$ cat src/rtl/dpram_port_master.sv
// -----------------------------------------------------------------------------
// dpram_port_master
//
// Initiator-side sequencer for one port of the 16-bit true dual-port RAM.
// It takes 32-bit word requests with byte enables and turns them into
// halfword port cycles, always low halfword first, then high. The RAM port has
// no byte enables, so a halfword with only one byte enabled is written with a
// read-modify-write. Each accepted request produces exactly one response pulse.
//
// Ports
//   clock, reset_n         sole clock (rising edge); async active-low reset
//   req_valid / req_ready  request handshake; ready only while idle
//   req_addr               32-bit word address (addr_width bits)
//   req_we                 1 = write, 0 = read
//   req_wdata, req_be      write data (little-endian) and byte enables
//   rsp_valid              one-cycle completion pulse
//   rsp_rdata              read data {hi,lo}; untouched by writes
//   ram_address            halfword address {word, h} to the RAM port
//   ram_data               halfword write data to the RAM port
//   ram_enable, ram_wren   RAM access strobe and write select
//   ram_cs                 RAM chip select; held through capture so q is live
//   ram_q                  RAM read data, valid the cycle after a read issue
// -----------------------------------------------------------------------------
module dpram_port_master #(
    parameter int unsigned addr_width = 8
) (
    input  logic                  clock,
    input  logic                  reset_n,
    input  logic                  req_valid,
    output logic                  req_ready,
    input  logic [addr_width-1:0] req_addr,
    input  logic                  req_we,
    input  logic [31:0]           req_wdata,
    input  logic [3:0]            req_be,
    output logic                  rsp_valid,
    output logic [31:0]           rsp_rdata,
    output logic [addr_width:0]   ram_address,
    output logic [15:0]           ram_data,
    output logic                  ram_enable,
    output logic                  ram_wren,
    output logic                  ram_cs,
    input  logic [15:0]           ram_q
);

    typedef enum logic [2:0] {
        S_IDLE,
        S_ISSUE_RD,
        S_CAPTURE,
        S_WRITE,
        S_RESP
    } state_t;

    state_t                r_state;
    state_t                w_next;
    logic                  r_h;
    logic                  w_h_next;

    logic [addr_width-1:0] r_addr;
    logic                  r_we;
    logic [31:0]           r_wdata;
    logic [3:0]            r_be;
    logic [31:0]           r_rdata;
    logic [15:0]           r_ram_data;

    logic                  w_accept;
    logic                  w_we_src;
    logic [3:0]            w_be_src;
    logic [31:0]           w_wdata_src;
    state_t                w_lo_step;
    state_t                w_hi_step;
    logic [15:0]           w_wr_half;
    logic [1:0]            w_be_half;
    logic [15:0]           w_merged;

    // First step needed for one halfword. S_RESP doubles as "nothing to do"
    // so a write with both enables clear for that halfword is skipped.
    function automatic state_t f_first_step(input logic we, input logic [1:0] be_pair);
        state_t s;
        if (!we) begin
            s = S_ISSUE_RD;
        end else if (be_pair == 2'b11) begin
            s = S_WRITE;
        end else if (be_pair == 2'b00) begin
            s = S_RESP;
        end else begin
            s = S_ISSUE_RD;
        end
        return s;
    endfunction

    assign w_accept = (r_state == S_IDLE) && req_valid;

    // Planning looks at the live request while idle (the accept edge decides
    // the first step) and at the registered copy once the request is held.
    always_comb begin
        if (r_state == S_IDLE) begin
            w_we_src    = req_we;
            w_be_src    = req_be;
            w_wdata_src = req_wdata;
        end else begin
            w_we_src    = r_we;
            w_be_src    = r_be;
            w_wdata_src = r_wdata;
        end
        w_lo_step = f_first_step(w_we_src, w_be_src[1:0]);
        w_hi_step = f_first_step(w_we_src, w_be_src[3:2]);
    end

    // Byte merge for read-modify-write of the current halfword.
    always_comb begin
        w_wr_half = r_h ? r_wdata[31:16] : r_wdata[15:0];
        w_be_half = r_h ? r_be[3:2] : r_be[1:0];
        w_merged  = '0;
        for (int unsigned k = 0; k < 2; k++) begin
            w_merged[8*k +: 8] = w_be_half[k] ? w_wr_half[8*k +: 8] : ram_q[8*k +: 8];
        end
    end

    // State register
    always_ff @(posedge clock or negedge reset_n) begin
        if (!reset_n) begin
            r_state <= S_IDLE;
            r_h     <= 1'b0;
        end else begin
            r_state <= w_next;
            r_h     <= w_h_next;
        end
    end

    // Next-state logic
    always_comb begin
        w_next   = r_state;
        w_h_next = r_h;
        case (r_state)
            S_IDLE: begin
                if (req_valid) begin
                    if (w_lo_step != S_RESP) begin
                        w_next   = w_lo_step;
                        w_h_next = 1'b0;
                    end else begin
                        // lo skipped: go to hi's first step, or straight to
                        // RESP when the write has no byte enables at all.
                        w_next   = w_hi_step;
                        w_h_next = 1'b1;
                    end
                end
            end
            S_ISSUE_RD: begin
                w_next = S_CAPTURE;
            end
            S_CAPTURE: begin
                if (r_we) begin
                    w_next = S_WRITE;
                end else if (!r_h && (w_hi_step != S_RESP)) begin
                    w_next   = w_hi_step;
                    w_h_next = 1'b1;
                end else begin
                    w_next = S_RESP;
                end
            end
            S_WRITE: begin
                if (!r_h && (w_hi_step != S_RESP)) begin
                    w_next   = w_hi_step;
                    w_h_next = 1'b1;
                end else begin
                    w_next = S_RESP;
                end
            end
            S_RESP: begin
                w_next = S_IDLE;
            end
            default: begin
                w_next = S_IDLE;
            end
        endcase
    end

    // Output decode: strobes come from state only.
    always_comb begin
        req_ready  = 1'b0;
        rsp_valid  = 1'b0;
        ram_enable = 1'b0;
        ram_wren   = 1'b0;
        ram_cs     = 1'b0;
        case (r_state)
            S_IDLE: begin
                req_ready = 1'b1;
            end
            S_ISSUE_RD: begin
                ram_enable = 1'b1;
                ram_cs     = 1'b1;
            end
            S_CAPTURE: begin
                ram_cs = 1'b1;
            end
            S_WRITE: begin
                ram_enable = 1'b1;
                ram_cs     = 1'b1;
                ram_wren   = 1'b1;
            end
            S_RESP: begin
                rsp_valid = 1'b1;
            end
            default: begin
                req_ready = 1'b0;
            end
        endcase
    end

    // Request capture, read-data capture and halfword write buffer.
    always_ff @(posedge clock or negedge reset_n) begin
        if (!reset_n) begin
            r_addr     <= '0;
            r_we       <= 1'b0;
            r_wdata    <= '0;
            r_be       <= '0;
            r_rdata    <= '0;
            r_ram_data <= '0;
        end else begin
            if (w_accept) begin
                r_addr  <= req_addr;
                r_we    <= req_we;
                r_wdata <= req_wdata;
                r_be    <= req_be;
            end
            if ((r_state == S_CAPTURE) && !r_we) begin
                if (r_h) begin
                    r_rdata[31:16] <= ram_q;
                end else begin
                    r_rdata[15:0] <= ram_q;
                end
            end
            // Loaded on the edge entering WRITE so ram_data is already a
            // register output during the write cycle.
            if (w_next == S_WRITE) begin
                if (r_state == S_CAPTURE) begin
                    r_ram_data <= w_merged;
                end else if (w_h_next) begin
                    r_ram_data <= w_wdata_src[31:16];
                end else begin
                    r_ram_data <= w_wdata_src[15:0];
                end
            end
        end
    end

    // Address is {word, h}; both are registers, so it holds while idle.
    assign ram_address = {r_addr, r_h};
    assign ram_data    = r_ram_data;
    assign rsp_rdata   = r_rdata;

endmodule

$ cat config.mk
export PLATFORM = sky130hd
export DESIGN_NAME = dpram_port_master
export DESIGN_NICKNAME = d
export VERILOG_FILES = /design/src/rtl/dpram_port_master.sv
export SDC_FILE = /design/constraint.sdc
export NUM_CORES = 1
export LEC_CHECK = 0
export ABC_CLOCK_PERIOD_IN_PS = 3200
export CAP_MARGIN = 30
export CORE_UTILIZATION = 50
export DETAILED_ROUTE_END_ITERATION = 10
export GPL_ROUTABILITY_DRIVEN = 0
export PLACE_DENSITY_LB_ADDON = 0.3
export SLEW_MARGIN = 30
export SYNTH_ARGS = -nofsm -noshare
export SYNTH_HDL_FRONTEND = slang
export SYNTH_SLANG_ARGS = --single-unit
export TNS_END_PERCENT = 20
$ cat constraint.sdc
create_clock -name clock -period 3.2 [get_ports clock]
set_input_delay 0.64 -clock clock [delete_from_list [all_inputs] [get_ports clock]]
set_output_delay 0.64 -clock clock [all_outputs]
set_load 0.02 [all_outputs]
## Word-level counts from Yosys, hierarchy flattened

Index checks and enable logic that the tools add are counted.

| operators by class | value |
|---|---|
| mux-type cells | 30 |
| eq/ne operators | 9 |
| reduce and logical (&&, ||, !) cells | 12 |
| bitwise operators | 1 |

Operators by type and width:

| cell | number |
|---|---|
| $mux W16 | 3 |
| $mux W32 | 1 |
| $mux W3 | 10 |
| $mux W8 | 2 |
| $pmux W3 S4 | 1 |
| $mux W1 | 10 |
| $eq A3 B2 Y1 const B | 3 |
| $ne A3 B3 Y1 const B | 2 |
| $eq A2 B2 Y1 const B | 2 |
| $logic_not A2 Y1 | 2 |
| $mux W4 | 1 |
| $reduce_and A2 Y1 | 2 |
| $eq A3 B1 Y1 const B | 1 |
| $eq A3 B3 Y1 const B | 1 |
| $logic_and A1 B1 Y1 | 3 |
| $logic_not A3 Y1 | 1 |
| $pmux W1 S3 | 1 |
| $reduce_or A3 Y1 | 1 |
| $logic_not A1 Y1 | 2 |
| $mux W2 | 1 |
| $reduce_or A2 Y1 | 1 |
| $not A1 Y1 | 1 |

| storage, ports and cells | value |
|---|---|
| word-level logic and storage cells | 61 |
| input bits | 64 |
| flip-flop bits (word level) | 97 |
| output and inout port bits | 62 |

## Longest topological paths before layout

Gate-level depths: netlist of the first run.

| logic depth | value |
|---|---|
| depth in word-level cells | 13 |
| mapped depth | 8 |
| mapped depth without buffers | 5 |

## Worst setup path before layout of the first run

OpenSTA, ideal clock, no wires.

| timing | value |
|---|---|
| path kind | reg-to-output |
| from | register r_state[2] |
| to | output rsp_valid |
| data arrival time | 1.303 ns |
| cell stages (with the launch flop) | 5 |
| buffers on the path | 2 |
| path slack | 1.257 ns |
| data required time | 2.560 ns |
| cell sequence | dfrtp_1 -> buf_2 -> clkinv_1 -> clkbuf_1 -> nor2_1 |

| between the ends | value |
|---|---|
| longest elaborated chain between the ends | 2 |

RTL lines:

| item | line | source |
|---|---|---|
| start, declared | 53 | `state_t r_state;` |
| start signal, assigned | 125 | `r_state <= w_next;` |
| $eq A3 B3 Y1 | 185 | `case (r_state)` |
| $mux W1 | 185 |  |
| end, declared | 35 | `output logic rsp_valid,` |

Every way passes these cells.

## Worst setup path in the final report of the first run

| timing | value |
|---|---|
| from | register r_state[1] |
| to | output rsp_valid |

Same word-level chain as after synthesis.

==> metrics.md, run 1 <==
| Metric | Value |
|---|---|
| H-Tree Level Count | 3 |
| Peak supply drop | 0.595 mV |
| Die ar. | 10700 sq um |
| Run status | finished, final reports clean |
| Post-DP HPWL | approximately 9.6 mm |
| Hold Buf Count CTS | 0 |
| Post-synthesis sequential area ratio | 0.470 |
| Residual DRC | 0 |
| Crit-path max FO | 11 |
| Clock Path Buffers | 2 |
| Netlist Area Pre-Place | 5160 sq um |
| Worst Path Arrival | 2.04 ns |
| Largest net degree at the start of global routing | 55 |
| Clock Skew | 0.00904 ns |
| Worst R2R Setup Slack | 0.76 ns |
| Fillers | ~800 |
| Final setup viols | 0 |
| Slew Viols, Final | 0 |
| Buffers & Inverters on Critical Path | 1 |
| Slowest cell on the critical path | clkdlybuf4s50_1 |
| Synth cell types | 47 |
| Synthesized-area fraction occupied by and/or/nand/nor cells | 0.180 |
| Routed WL per cell | 18.4 um |
| Post-synth top area cell | dfrtp_1 |
| Endpoint class of the critical path | output pin |
| P&R area growth vs syn | 30.1% |
| Vias per inst | a little under 6 |
| Complex-gate fraction of the synthesized area | 0.164 |
| Setup bufs post-CTS | 0 |
| Worst Hold Class | primary input to asynchronous set/reset pin |
| Post-CTS sizing | 0 |
| Vias | 4664 |
| Commonest non-fill, non-tap cell in the layout | nand2_1 |
| Die width | 104 um |
| First-pass GRT wire length | 23.5 mm |
| Initial Utilization | 0.521 |
| Top delay family on crit path | buffers and inverters |
| Synth Register Bits | between 90 and 100 |
| Combinational family with the most area after synthesis | simple AND/OR/NAND/NOR gates |
| Rows | 36 |
| Commonest cells after routing, fill and taps aside | nand2_1 (154), clkdlybuf4s50_1 (124), dfrtp_1 (97), mux2i_1 (32), mux2_2 (27) |
| TNS Setup | 0 ns |
| Share of layout cells above drive strength 1 | 0.133 |
| Total wire length | 14.5 mm |
| Leak | 2.87 nW |
| Final ANT Viol Nets | 0 |
| Layout Nets | 716 |
| Syn Inst Count | 540 |
| Root Driver | clkbuf_8 |
| Top-area cell type share of the netlist area | 0.470 |
| Rel. slew slack | 0.417 |
| TritonCTS Buffers | 9 |
| Hold Violations, Final | 0 |
| Synth top area cells | dfrtp_1 (47%), nand2_1 (11%), mux2i_1 (6.2%) |
| CP max stage delay | 0.62 ns |
| # diodes | 0 |
| Critical path launch point type | flop |
| Initial DRC count | 473 |
| Final period util | 0.839 |
| Num ports | approximately 130 |
| Clk sinks | 97 |
| CTS tree | yes |
| Core area | 9910 sq um |
| Max-Cap Viols | 0 |
| Syn_area_per_cell | 9.56 sq um |
| GRT Total Usage | 0.276 |
| Achievable Freq | 373 MHz |
| Post-synthesis xor/xnor area fraction | 0 |
| DRT Pass-1 Iters | 6 |
| Post-layout min period | 2.68 ns |
| Power Density | 1140 nW/um^2 |
| Crit Path Category | flop to output pin |
| RSZ-0062 raised after global routing | no |
| Grt ovf | 0 |
| Chip height | 104 um |
| Cell Chain, Critical Path | or2_2 > nor2_1 > clkdlybuf4s50_1 |
| Initial antenna violation count | 0 |
| Clk_lat worst skew | 0.37 ns |
| Actual slew at the worst max-slew pin | 0.875 ns |
| Synth warnings | 0 |
| Post-synthesis adder-cell area fraction | 0 |
| Number of global-route vias before repair | 4708 |
| Mux share of post-synthesis cell area | 0.132 |
| Synthesized Nets | slightly above 600 |
| Worst hold slack | between 0.3 and 0.4 ns |
| Worst endpoint required time | 2.56 ns |
| Clk slew on worst S/H paths | 0.09 ns |
| Port bufs | 125 |
-- cell type report --
cell class / instances / area [sq um] / area share
inverter: 20 / 75.1 / 0.0112
tap: 133 / 166 / 0.0248
clock buffer: 11 / 151 / 0.0225
timing repair buffer: 139 / 1350 / 0.202
clock inverter: 4 / 76.3 / 0.0114
sequential: 97 / 2430 / 0.361
multi-input combinational: 385 / 2470 / 0.367
-- registers in the layout (all words and copies together), names as in the netlist --
register / count
r_be: 4
r_addr: 8
r_h: 1
r_state: 3
r_we: 1
ram_data: 16
r_wdata: 32
rsp_rdata: 32
-- through the flow --
stage | instance area (sq um) | util | cells | total power [mW] | worst slack (ns)
2_1_floorplan | 5160 | - | 540 | 5.18 | 1.26
3_3_place_gp | 6490 | 0.655 | 774 | 6.57 | 0.606
3_5_place_dp | 6490 | 0.655 | 774 | 6.73 | 0.540
4_1_cts | 6720 | 0.678 | 789 | 7.65 | 0.516
5_1_grt | 6720 | 0.678 | 789 | 8.12 | 0.428
6_report | 6720 | 0.678 | 789 | 7.66 | 0.517
-- report_power, final --
| part | internal (mW) | switching, mW | total (mW) |
|---|---|---|---|
| clock | 0.480 | 0.426 | 0.906 |
| combinational | 2.00 | 2.34 | 4.34 |
| sequential | 1.84 | 0.567 | 2.41 |
-- worst paths after layout --
kind	from	endpoint	cells after the start
max in group asynchronous	reset_n	r_state[2]$_DFF_PN0_	2
worst min register to register	r_addr[2]$_DFFE_PN0P_	r_addr[2]$_DFFE_PN0P_	2
worst max register to register	r_state[1]$_DFF_PN0_	rsp_rdata[26]$_DFFE_PN0P_	3
worst min-delay path	reset_n	rsp_rdata[19]$_DFFE_PN0P_	1
worst max-delay path	r_state[1]$_DFF_PN0_	rsp_valid	3
min in group clock	r_addr[2]$_DFFE_PN0P_	r_addr[2]$_DFFE_PN0P_	2
-- cell families (layout without fill, tap and decap cells) --
group | Yosys count | count (layout)
AOI/OAI and AO/OA | 111 | 111
buffers and inverters | 58 | 174
DFF | 97 | 97
muxes | 64 | 64
and+or+nand+nor | 210 | 210
-- synth_stat cells (all sizes together) --
cell type / count
and2: 2
dfrtp: 97
or3b: 1
a21o: 1
nand4bb: 1
nor2b: 2
o31a: 1
o2111ai: 16
a21oi: 17
nor4b: 1
o21ai: 18
nand4b: 1
nor3b: 3
clkbuf: 16
a2bb2oi: 1
a21bo: 1
buf: 22
inv: 19
mux2i: 32
nor2: 19
nor4: 2
nand2: 155
o221a: 16
o211ai: 21
nand3: 17
a311o: 1
nor3: 1
clkinv: 1
nand3b: 1
a31o: 1
a31oi: 16
nor4bb: 1
nand2b: 2
or2: 1
a22oi: 1
mux2: 32
-- worst reg2reg max path: stages, from the launching register on --
cell and delay, ns:
dfrtp_1 0.63, nor3b_4 0.65, nand3b_2 0.57, mux2_1 0.49
-- metal layers --
| metal | wire (um) | track usage |
|---|---|---|
| met2 | 7070 | 0.451 |
| met5 | 0 | 0 |
| met1 | 6090 | 0.361 |
| met3 | 965 | 0.0459 |
| met4 | 375 | 0.124 |
No activity file was read; power rests on OpenSTA's default activity.
==> run 2: changes to the inputs <==
- ABC_CLOCK_PERIOD_IN_PS: 3200 -> 2650
- clock period: 3.2 -> 2.65 ns (I/O delays scaled with it)
==> run 2 against run 1 <==
Compared with the run above: setup slack got worse by 0.42 ns; via count grew 0.94%; critical path depth unchanged; utilization rose by 0.30 points; register-to-register slack got worse by 0.37 ns; non-clock buffer count increased by 3; combinational power increased by 24%; clock-buffer cell count increased by 1; routed wire length is 2.0% higher; worst hold slack lost 0.15 ns.
==> metrics.md, run 2 (synthesized netlist as in run 1, its figures left out) <==
| Metric | Value |
|---|---|
| Run status | finished, final reports clean |
| Share of layout cells above drive strength 1 | 0.138 |
| Fillers | a little under 800 |
| DRT Pass-1 Iters | 5 |
| Root Driver | clkbuf_8 |
| TNS Setup | 0 ns |
| Chip height | ~100 um |
| Clk slew on worst S/H paths | ~0.080 ns |
| Commonest cells after routing, fill and taps aside | nand2_1 (154), clkdlybuf4s50_1 (124), dfrtp_1 (95), mux2i_1 (32), mux2_2 (27) |
| Crit Path Category | flop to output pin |
| GRT Total Usage | 0.284 |
| Hold Violations, Final | 0 |
| Leak | ~2.9 nW |
| H-Tree Level Count | 3 |
| Largest net degree at the start of global routing | 44 |
| First-pass GRT wire length | between 20 and 25 mm |
| Final setup viols | 0 |
| P&R area growth vs syn | 30.7% |
| Util after Layout | 0.681 |
| Crit-path max FO | 7 |
| Actual slew at the worst max-slew pin | 0.881 ns |
| Peak supply drop | 1.05 mV |
| Final period util | 0.963 |
| Achievable Freq | between 300 and 400 MHz |
| Clk sinks | 97 |
| Clock Path Buffers | 2 |
| Die width | 104 um |
| Layout Nets | around 700 |
| Die ar. | 10700 sq um |
| Post-DP HPWL | 9.92 mm |
| Final ANT Viol Nets | 0 |
| CTS tree | yes |
| Vias per inst | 5.94 |
| RSZ-0062 raised after global routing | no |
| Post-layout min period | 2.55 ns |
| Vias | ~4700 |
| Rel. slew slack | 0.412 |
| Initial DRC count | roughly 330 |
| Worst endpoint required time | 2.12 ns |
| Port bufs | 125 |
| Clk_lat worst skew | approximately 0.36 ns |
| Critical path launch point type | flop |
| Slew Viols, Final | 0 |
| Initial antenna violation count | 0 |
| # diodes | 0 |
| Endpoint class of the critical path | output pin |
| Worst Path Arrival | 2.02 ns |
| Setup bufs post-CTS | 0 |
| Commonest non-fill, non-tap cell in the layout | nand2_1 |
| Core area | 9910 sq um |
| Number of global-route vias before repair | 4775 |
| Initial Utilization | 0.521 |
| Rows | 36 |
| Clock Skew | 0.00832 ns |
| TritonCTS Buffers | 9 |
| Worst Hold Class | primary input to asynchronous set/reset pin |
| Worst hold slack | 0.152 ns |
| Power Density | roughly 1400 nW/um^2 |
| Routed WL per cell | 18.7 um |
| Hold Buf Count CTS | 0 |
| Max-Cap Viols | 0 |
| Num ports | 126 |
| Grt ovf | 0 |
| Total wire length | roughly 15 mm |
| Residual DRC | 0 |
-- run 2: per-stage QoR --
step	setup slack, ns	power [mW]	instances	area [sq um]
after global routing	0.0111	9.86	792	6750
after global placement	0.325	8.02	777	6550
final	0.0993	9.26	792	6750
after detailed placement	0.244	8.25	777	6550
after floorplan	0.793	6.26	540	5160
after CTS	0.0322	9.25	792	6740
-- run 2: path summary, 6_finish.rpt --
check | cells after the start | from | end | slack [ns]
max | 3 | r_state[0]$_DFF_PN0_ | rsp_valid | 0.1
min | 1 | reset_n | rsp_rdata[18]$_DFFE_PN0P_ | 0.15
max reg2reg | 5 | r_h$_DFF_PN0_ | ram_data[9]$_DFFE_PN0N_ | 0.39
min reg2reg | 2 | r_addr[5]$_DFFE_PN0P_ | r_addr[5]$_DFFE_PN0P_ | 0.49
max in group asynchronous | 2 | reset_n | ram_data[11]$_DFFE_PN0N_ | 1.84
min in group clock | 2 | r_addr[5]$_DFFE_PN0P_ | r_addr[5]$_DFFE_PN0P_ | 0.49
-- run 2: cell type report --
cell class / instances / area (sq um) / share of cell area
Clock buffer: 12 / 155 / 0.0230
Timing Repair Buffer: 142 / 1410 / 0.210
Inverter: 20 / 75.1 / 0.0111
Multi-Input combinational cell: 385 / 2470 / 0.366
Tap cell: 133 / 166 / 0.0247
Sequential cell: 97 / 2430 / 0.360
Clock inverter: 3 / 40.0 / 0.00593
-- run 2: layer usage --
| metal | track usage | wire, um | share of wire |
|---|---|---|---|
| met5 | 0 | 0 | 0 |
| met1 | 0.365 | 6040 | 0.41 |
| met4 | 0.119 | 367 | 0.025 |
| met2 | 0.476 | 7280 | 0.49 |
| met3 | 0.0453 | 1090 | 0.074 |
-- run 2: timing repair --
| item | 4_1_cts | 5_1_grt |
|---|---|---|
| setup endpoints to repair | 0 | 1 |
| endpoints found under the hold margin | 0 | 0 |
| gates resized for setup | 0 | 2 |
-- run 2: power by group --
group	internal (mW)	leakage (nW)	switching (mW)
Combinational	2.50	1.62	2.86
Sequential	2.23	1.16	0.711
Clock	0.481	0.102	0.489
Total	5.20	2.88	4.06
-- run 2: critical path, cell delays in order (launching register included) --
cell             delay (ns)
dfrtp_1                0.50
or2_2                  0.39
nor2_1                 0.15
clkdlybuf4s50_1        0.62
==> run 3: changes to the inputs <==
- CTS_CLUSTER_DIAMETER: unset -> 100
==> results of run 3 <==
Same layout as run 2: the final DEF is identical, and so are final timing and power.
